### src/rtl/cellrv32_bus_switch_pkg.sv
// rtl/cellrv32_bus_switch_pkg.sv - shared types and constants for the two-host bus switch
package cellrv32_bus_switch_pkg;

    typedef enum logic [1:0] {
        IDLE   = 2'd0,
        BUSY_A = 2'd1,
        BUSY_B = 2'd2
    } bus_switch_state_t;

    localparam logic bus_src_a_c = 1'b0;
    localparam logic bus_src_b_c = 1'b1;

endpackage

### src/rtl/cellrv32_bus_switch_req_buf.sv
// rtl/cellrv32_bus_switch_req_buf.sv - per-host strobe buffer holding a request until it is issued
module cellrv32_bus_switch_req_buf (
    input  logic clk_i,
    input  logic rstn_i,
    input  logic re,
    input  logic we,
    input  logic busy_own,
    input  logic issue,
    output logic req,
    output logic req_we
);

    logic pend_re_q, pend_re_d;
    logic pend_we_q, pend_we_d;

    // A strobe from the current owner is a protocol violation and is not remembered.
    always_comb begin
        pend_re_d = pend_re_q;
        pend_we_d = pend_we_q;
        if (issue) begin
            pend_re_d = 1'b0;
            pend_we_d = 1'b0;
        end else if ((re | we) && !busy_own) begin
            pend_we_d = we;
            pend_re_d = ~we;
        end
    end

    always_ff @(posedge clk_i or negedge rstn_i) begin
        if (!rstn_i) begin
            pend_re_q <= 1'b0;
            pend_we_q <= 1'b0;
        end else begin
            pend_re_q <= pend_re_d;
            pend_we_q <= pend_we_d;
        end
    end

    assign req    = re | we | pend_re_q | pend_we_q;
    assign req_we = we | pend_we_q;

endmodule

### src/rtl/cellrv32_bus_switch.sv
// rtl/cellrv32_bus_switch.sv - two-host to one-device bus switch with strobe buffering
// Optional round-robin tie breaking: CELLRV32_BUS_SWITCH_ROUND_ROBIN_EN
module cellrv32_bus_switch
    import cellrv32_bus_switch_pkg::*;
(
    input  logic        clk_i,
    input  logic        rstn_i,
    input  logic [31:0] ca_bus_addr_i,
    input  logic [31:0] ca_bus_wdata_i,
    input  logic [3:0]  ca_bus_ben_i,
    input  logic        ca_bus_re_i,
    input  logic        ca_bus_we_i,
    output logic [31:0] ca_bus_rdata_o,
    output logic        ca_bus_ack_o,
    output logic        ca_bus_err_o,
    input  logic [31:0] cb_bus_addr_i,
    input  logic [31:0] cb_bus_wdata_i,
    input  logic [3:0]  cb_bus_ben_i,
    input  logic        cb_bus_re_i,
    input  logic        cb_bus_we_i,
    output logic [31:0] cb_bus_rdata_o,
    output logic        cb_bus_ack_o,
    output logic        cb_bus_err_o,
    output logic [31:0] p_bus_addr_o,
    output logic [31:0] p_bus_wdata_o,
    output logic [3:0]  p_bus_ben_o,
    output logic        p_bus_re_o,
    output logic        p_bus_we_o,
    output logic        p_bus_src_o,
    input  logic [31:0] p_bus_rdata_i,
    input  logic        p_bus_ack_i,
    input  logic        p_bus_err_i
);

    bus_switch_state_t state_q, state_d;
    logic req_a, req_b, we_a, we_b;
    logic issue_a, issue_b, sel, prefer_b;
    logic owner_a, owner_b, resp;

    assign owner_a = (state_q == BUSY_A);
    assign owner_b = (state_q == BUSY_B);
    assign resp    = p_bus_ack_i | p_bus_err_i;

    cellrv32_bus_switch_req_buf u_buf_a (
        .clk_i    (clk_i),
        .rstn_i   (rstn_i),
        .re       (ca_bus_re_i),
        .we       (ca_bus_we_i),
        .busy_own (owner_a),
        .issue    (issue_a),
        .req      (req_a),
        .req_we   (we_a)
    );

    cellrv32_bus_switch_req_buf u_buf_b (
        .clk_i    (clk_i),
        .rstn_i   (rstn_i),
        .re       (cb_bus_re_i),
        .we       (cb_bus_we_i),
        .busy_own (owner_b),
        .issue    (issue_b),
        .req      (req_b),
        .req_we   (we_b)
    );

`ifdef CELLRV32_BUS_SWITCH_ROUND_ROBIN_EN
    logic last_q, last_d;

    always_comb begin
        last_d = last_q;
        if (issue_a) begin
            last_d = bus_src_a_c;
        end else if (issue_b) begin
            last_d = bus_src_b_c;
        end
    end

    // Reset to B so that A wins the first tie.
    always_ff @(posedge clk_i or negedge rstn_i) begin
        if (!rstn_i) begin
            last_q <= bus_src_b_c;
        end else begin
            last_q <= last_d;
        end
    end

    assign prefer_b = (last_q == bus_src_a_c);
`else
    assign prefer_b = 1'b0;
`endif

    always_comb begin
        state_d = state_q;
        issue_a = 1'b0;
        issue_b = 1'b0;
        sel     = bus_src_a_c;
        case (state_q)
            IDLE: begin
                if (req_a && !(req_b && prefer_b)) begin
                    issue_a = 1'b1;
                    state_d = BUSY_A;
                end else if (req_b) begin
                    issue_b = 1'b1;
                    sel     = bus_src_b_c;
                    state_d = BUSY_B;
                end
            end
            BUSY_A: begin
                if (resp) begin
                    state_d = IDLE;
                end
            end
            BUSY_B: begin
                sel = bus_src_b_c;
                if (resp) begin
                    state_d = IDLE;
                end
            end
            default: state_d = IDLE;
        endcase
    end

    always_ff @(posedge clk_i or negedge rstn_i) begin
        if (!rstn_i) begin
            state_q <= IDLE;
        end else begin
            state_q <= state_d;
        end
    end

    assign p_bus_addr_o  = (sel == bus_src_b_c) ? cb_bus_addr_i  : ca_bus_addr_i;
    assign p_bus_wdata_o = (sel == bus_src_b_c) ? cb_bus_wdata_i : ca_bus_wdata_i;
    assign p_bus_ben_o   = (sel == bus_src_b_c) ? cb_bus_ben_i   : ca_bus_ben_i;
    assign p_bus_src_o   = sel;
    assign p_bus_we_o    = (issue_a & we_a) | (issue_b & we_b);
    assign p_bus_re_o    = (issue_a & ~we_a) | (issue_b & ~we_b);

    assign ca_bus_ack_o   = owner_a & p_bus_ack_i;
    assign ca_bus_err_o   = owner_a & p_bus_err_i;
    assign ca_bus_rdata_o = owner_a ? p_bus_rdata_i : 32'h0;
    assign cb_bus_ack_o   = owner_b & p_bus_ack_i;
    assign cb_bus_err_o   = owner_b & p_bus_err_i;
    assign cb_bus_rdata_o = owner_b ? p_bus_rdata_i : 32'h0;

endmodule

### config.mk
export PLATFORM = sky130hd
export DESIGN_NAME = cellrv32_bus_switch
export DESIGN_NICKNAME = d
export VERILOG_FILES = /design/src/rtl/cellrv32_bus_switch_pkg.sv /design/src/rtl/cellrv32_bus_switch_req_buf.sv /design/src/rtl/cellrv32_bus_switch.sv
export SDC_FILE = /design/constraint.sdc
export NUM_CORES = 1
export LEC_CHECK = 0
export ABC_AREA = 1
export CAP_MARGIN = 20
export CORE_AREA = 10 10 113 115
export CTS_BUF_LIST = sky130_fd_sc_hd__clkbuf_16
export DETAILED_ROUTE_END_ITERATION = 10
export DIE_AREA = 0 0 123 125
export PLACE_DENSITY = 0.7
export SETUP_SLACK_MARGIN = 0.02
export SLEW_MARGIN = 25
export SYNTH_ARGS = -nofsm -noshare
export SYNTH_HDL_FRONTEND = slang
export SYNTH_SLANG_ARGS = --single-unit
### constraint.sdc
create_clock -name clk_i -period 3.25 [get_ports clk_i]
set_input_delay 0.8125 -clock clk_i [delete_from_list [all_inputs] [get_ports clk_i]]
set_output_delay 0.8125 -clock clk_i [all_outputs]
set_load 0.01 [all_outputs]
# Word-level counts from Yosys, hierarchy flattened
# Index checks and enable logic that the tools add are counted.
# W data, S select, Z words.
word_totals:
  reg_bits: 6
  elab_cells: 64
  out_inout_bits: 139
  in_bits: 176
op_classes:
  n_mux: 23
  reduce_logical: 9
  n_bitwise: 23
  eq_ne: 4
ops:
  columns: ["operator", "n"]
  rows:
  - ["$mux W32", 4]
  - ["$mux W1", 13]
  - ["$or A1 B1 Y1", 11]
  - ["$and A1 B1 Y1", 8]
  - ["$mux W2", 3]
  - ["$mux W4", 1]
  - ["$not A1 Y1", 4]
  - ["$pmux W2 S2", 1]
  - ["$reduce_bool A2 Y1", 2]
  - ["$ne A3 B3 Y1 const B", 1]
  - ["$eq A2 B1 Y1 const B", 1]
  - ["$eq A2 B2 Y1 const B", 1]
  - ["$logic_and A1 B1 Y1", 2]
  - ["$logic_not A1 Y1", 2]
  - ["$logic_not A2 Y1", 1]
  - ["$ne A2 B1 Y1 const B", 1]
  - ["$pmux W1 S2", 1]
  - ["$reduce_and A2 Y1", 1]
  - ["$reduce_or A2 Y1", 1]

# Longest topological paths before layout
logic_depth:
  word_depth: 8
  depth_mapped: 10
  ltp_nobuf: 8

# By module
# Synthesis repeated with hierarchy kept, for this count alone.
hier_totals:
  cells_unflattened: 432
  area_unflattened_um2: 1933.1
modules_own_cells:
  columns: ["module", "cells_each", "area_per_inst_um2", "instances", "seq_area_each_um2"]
  rows:
  - ["cellrv32_bus_switch", 398, 1700.4, 1, 50.0]
  - ["cellrv32_bus_switch_req_buf", 17, 116.4, 2, 50.0]

# Worst setup path before layout
# OpenSTA, ideal clock, no wires.
synth_timing:
  path_type: "input port to output port"
  start: "input port ca_bus_we_i"
  end: "output port p_bus_we_o"
  path_slack_ps: 761
  cell_stages: 7
  arrival_time_ps: 1676
  required_time_ps: 2438
  path_buffers: 2
  cell_sequence: "nor2_2 nand2_1 nor2_2 nand2_2 buf_6 buf_6 o22ai_1"
synth_between:
  elab_chain_len: 7
  elab_cells_between_ends: 11
  cone_classes: "4 x mux; 7 x bitwise"
synth_rtl:
  columns: ["element", "line", "source"]
  rows:
  - ["start, declared", "cellrv32_bus_switch.sv:12", "input logic ca_bus_we_i,"]
  - ["$or A1 B1 Y1 (3 in a row)", "cellrv32_bus_switch_req_buf.sv:39", "assign req = re | we | pend_re_q | pend_we_q;"]
  - ["$mux W1", "cellrv32_bus_switch.sv:99", "if (req_a && !(req_b && prefer_b)) begin"]
  - ["$mux W1", "cellrv32_bus_switch.sv:97", "case (state_q)"]
  - ["$and A1 B1 Y1", "cellrv32_bus_switch.sv:135", "assign p_bus_we_o = (issue_a & we_a) | (issue_b & we_b);"]
  - ["$or A1 B1 Y1 *", "cellrv32_bus_switch.sv:135", null]
  - ["end, declared", "cellrv32_bus_switch.sv:28", "output logic p_bus_we_o,"]
# Every way passes the cells marked *; elsewhere a longest branch is shown, timed or not.

# Worst setup path in the final report
layout_timing:
  start: "input port cb_bus_re_i"
  end: "output port p_bus_addr_o[31]"
layout_between:
  elab_chain_len: 7
layout_rtl:
  columns: ["element", "line", "source"]
  rows:
  - ["start, declared", "cellrv32_bus_switch.sv:19", "input logic cb_bus_re_i,"]
  - ["$or A1 B1 Y1 (3 in a row)", "cellrv32_bus_switch_req_buf.sv:39", null]
  - ["$mux W1", "cellrv32_bus_switch.sv:102", "end else if (req_b) begin"]
  - ["$mux W1", "cellrv32_bus_switch.sv:99", null]
  - ["$pmux W1 S2", "cellrv32_bus_switch.sv:97", null]
  - ["$mux W32", "cellrv32_bus_switch.sv:131", "assign p_bus_addr_o = (sel == bus_src_b_c) ? cb_bus_addr_i : ca_bus_addr_i;"]
  - ["end, declared", "cellrv32_bus_switch.sv:24", "output logic [31:0] p_bus_addr_o,"]
# Every way passes these cells.

==> impl_summary.txt <==
----------------------------------------------------
[Worst setup path]
  Worst path bufs/invs ... 5
  Critical Path Source Type ... primary input
  Data arrival time of the critical path ... 2.34 ns
  Maximum fanout encountered on the critical timing path ... 7
  R2R cell count ... 9
  Slowest cell on crit path ... clkdlybuf4s50_1
  Critical path endpoint category ... output pin
  Critical register-to-register path startpoint ... state_q[0]
  Slowest cell delay on critical path ... 0.43 ns
  Critical path data required time ... 2.44 ns
  Critical Path, Cell by Cell ... clkdlybuf4s50_1 -> nor2_1 -> nand2_2 -> nand2_4 -> nand2_4 -> buf_12 -> buf_6 -> clkbuf_16 -> nand2_1 -> nand2_1 -> buf_2
  Critical path class ... primary input to output pin
  Slack of the worst reg-to-reg path ... 1.50 ns
  Reg2Reg Capture Point ... u_buf_b.pend_re_q
  Top delay family on crit path ... buffers and inverters

[Clock network]
  Clock tree from TritonCTS ... yes
  Num CTS Buffers ... 3
  Count of hold-fix buffers inserted at cts ... 0
  Clk_lat worst skew ... 0.23 ns
  Root Buffer Master ... clkbuf_16
  Number of levels in the clock H-tree ... 1
  Reg clk slew, reported paths ... 0.04 ns
  Number of sinks on the clock net ... 6
  Worst-case clock buffer depth ... 2

[Job]
  Number of maximum-capacitance constraint violations ... 0

[Worst hold path]
  Min-delay worst type ... flip-flop to flip-flop
  Worst hold path endpoint ... state_q[1]
  Number of stages on the worst hold path ... 2
  HP Start ... state_q[1]

[Power and ir drop]
  Maximum ir drop on the vdd rail ... 0.2912 mV
  Total power per unit cell area ... 487.9 nW/um2
  Leak ... 3.002 nW

[Timing]
  Worst slack on hold paths ... 0.4963 ns
  Post-route clock period utilization ... 97.01%
  Slew @ Worst Pin ... 0.3755 ns
  Max-slew headroom ... 74.93%
  Number of failing setup endpoints in the final timing report ... 0
  Clock period minus worst slack ... 3.153 ns
  Maximum frequency from static timing analysis ... 317.2 MHz
  Clk_skew ... 0.005954 ns
  RSZ-0062 raised after global routing ... no
  Number of hold-slack violations in the final timing report ... 0
  Number of slew-limit violations in the final report ... 0

[Floorplan]
  Die footprint ... 15380 um2
  Std-Cell Core Area ... 10600 um2
  Standard-cell row count ... 38
  Initial Util ... 18.40%
  Io pins ... 315
  Height of the chip ... 125 um
  Die Wd ... 123 um

[Global route]
  Largest net degree at the start of global routing ... 36
  Met3 usage in global routing ... 7.021%
  Total routing usage reported by global routing ... 16.53%
  Met1 usage in global routing ... 17.43%
  GR peak layer ... met2
  GRT met2 Usage ... 30.54%
  Via count of the first global-routing pass ... 3601
  Antenna violations before repair ... 0
  First-pass GRT wire length ... 20640 um
  Total gr overflow ... 0

[Logic synthesis]
  Most area-hungry cell type in the Yosys netlist ... nand2_1
  Number of flip-flops and latches in the synthesized netlist ... 6
  Number of warnings issued by yosys ... 0
  Cell types occupying the most area after synthesis ... nand2_1 43%, nand3_1 18%, inv_1 15%
  Post-Syn Nets ... 605
  Post-synthesis average cell area ... 4.579 um2
  Number of unique standard cell types used by synthesis ... 17
  Cell area after synthesis ... 1951 um2
  Part of the Yosys area used for sequential elements ... 7.697%
  Synth Instances ... 426
  Fraction of synthesized cell area taken by the top area cell type ... 43.10%

[Final layout]
  Signed area change from the synthesized netlist to the final layout ... 173.7%
  Count of inserted antenna diode cells ... 0
  Final core utilization ... 50.35%
  Ratio of cells with drive above 1 in the final layout ... 11.88%
  Cell Count, Final, Fillers Out ... 881
  Post-layout net count ... 922

[Place]
  Routability Congestion ... 0.8642
  PortBufs ... 314
  Total instance count after detailed placement ... 865
  Total half-perimeter wirelength after legalization and detailed placement ... 11730 um

[Drt]
  DRC violations left ... 0
  Vias after detailed routing ... 3719
  Drt total wl ... 14220 um
  Remaining antenna violation count after routing ... 0
  Iteration-0 DRC Markers ... 176
  Wire per inst ... 16.14 um
  Drt pass-1 iters ... 4
  Detail-routed via count per cell ... 4.221

[Run status]
  Outcome ... completed

----------------------------------------------------
state kept, by name, indices dropped and copies added, names as in the netlist:
register / count
u_buf_b.pend_re_q: 1
u_buf_a.pend_re_q: 1
u_buf_a.pend_we_q: 1
state_q: 2
u_buf_b.pend_we_q: 1
layer usage:
layer | wire, um | vias to the layer above
met2 | 7210 | 198
met4 | 84 | 0
li1 | - | 1893
met3 | 1787 | 8
met5 | 0 | -
met1 | 5138 | 1620
synth_stat cells (all sizes together):
master,instances
clkbuf,7
dfrtp,6
o22ai,1
nor2,6
inv,78
o21ai,3
ha,3
nand3,71
nand2,226
buf,23
a21oi,2
timing repair:
item | 4_1_cts | 5_1_grt
endpoints found under the setup margin | 71 | 62
gates cloned | 4 | 1
pin swaps | 7 | 3
buffers inserted | 7 | 1
resized for setup | 224 | 7
worst reg2reg max path, cell delays in order, from the launching register on:
cell and delay (ns):
dfrtp_1 0.37, inv_1 0.08, ha_1 0.22, inv_2 0.30, buf_4 0.24, o21ai_0 0.15, nand2_1 0.09, o21ai_0 0.08
nand2_1 0.08, inv_1 0.03
per-stage QoR:
| stage | area (um2) | setup TNS, ns | worst slack, ns | power [W] |
|---|---|---|---|---|
| global route | 5339 | 0 | 0.03445 | 0.002820 |
| detailed placement | 5246 | -17.80 | -0.2757 | 0.002429 |
| global placement | 5246 | -17.10 | -0.2678 | 0.002409 |
| finish | 5339 | 0 | 0.09718 | 0.002605 |
| CTS | 5303 | 0 | 0.02365 | 0.002608 |
| floorplan | 1951 | 0 | 0.7613 | 0.001111 |
layout make-up:
class / instances / area, um2
fill: 1027 / 5264
timing repair buffer: 342 / 3321
multi-input combinational: 312 / 1325
inverter: 78 / 292.8
tap: 140 / 175.2
sequential: 6 / 150.1
clock buffer: 3 / 75.07
worst max-delay path by stage:
stage	depth (start not counted)	slack [ns]	from	to
2_1_floorplan	7	0.76	ca_bus_we_i	p_bus_we_o
3_3_place_gp	10	-0.27	ca_bus_we_i	p_bus_ben_o[3]
3_5_place_dp	10	-0.28	ca_bus_we_i	p_bus_addr_o[20]
4_1_cts	11	0.02	ca_bus_re_i	p_bus_wdata_o[28]
5_1_grt	11	0.03	cb_bus_we_i	p_bus_wdata_o[3]
6_report	11	0.1	cb_bus_re_i	p_bus_addr_o[31]
cells in the final DEF (no fill, tap or decap), types with 2 or more instances in the layout:
master / count
buf_12: 6
nand2_1: 223
dlygate4sd2_1: 20
o21ai_0: 3
clkdlybuf4s50_1: 241
buf_16: 4
dfrtp_1: 6
buf_2: 41
buf_4: 14
nand2_4: 2
buf_6: 5
clkbuf_16: 4
clkdlybuf4s15_1: 2
inv_1: 77
a21oi_1: 2
ha_1: 3
clkdlybuf4s15_2: 7
nand3_1: 71
nor2_1: 3
nor2_2: 2
cell families (layout without fill, tap and decap cells):
kind of cell	after synthesis	after routing	share of synthesized area (%)
simple gates	303	303	63.63
compound gates	6	6	1.604
flops	6	6	7.697
fa+ha+maj	3	3	1.925
buf+inv	108	423	25.14
report_power, final:
| part | switching (W) | internal [W] |
|---|---|---|
| registers | 0.0000184 | 0.000102 |
| logic | 0.00113 | 0.00116 |
| clock network | 0.0000450 | 0.000158 |
| total | 0.00119 | 0.00142 |
No activity file was read; power rests on OpenSTA's default activity.
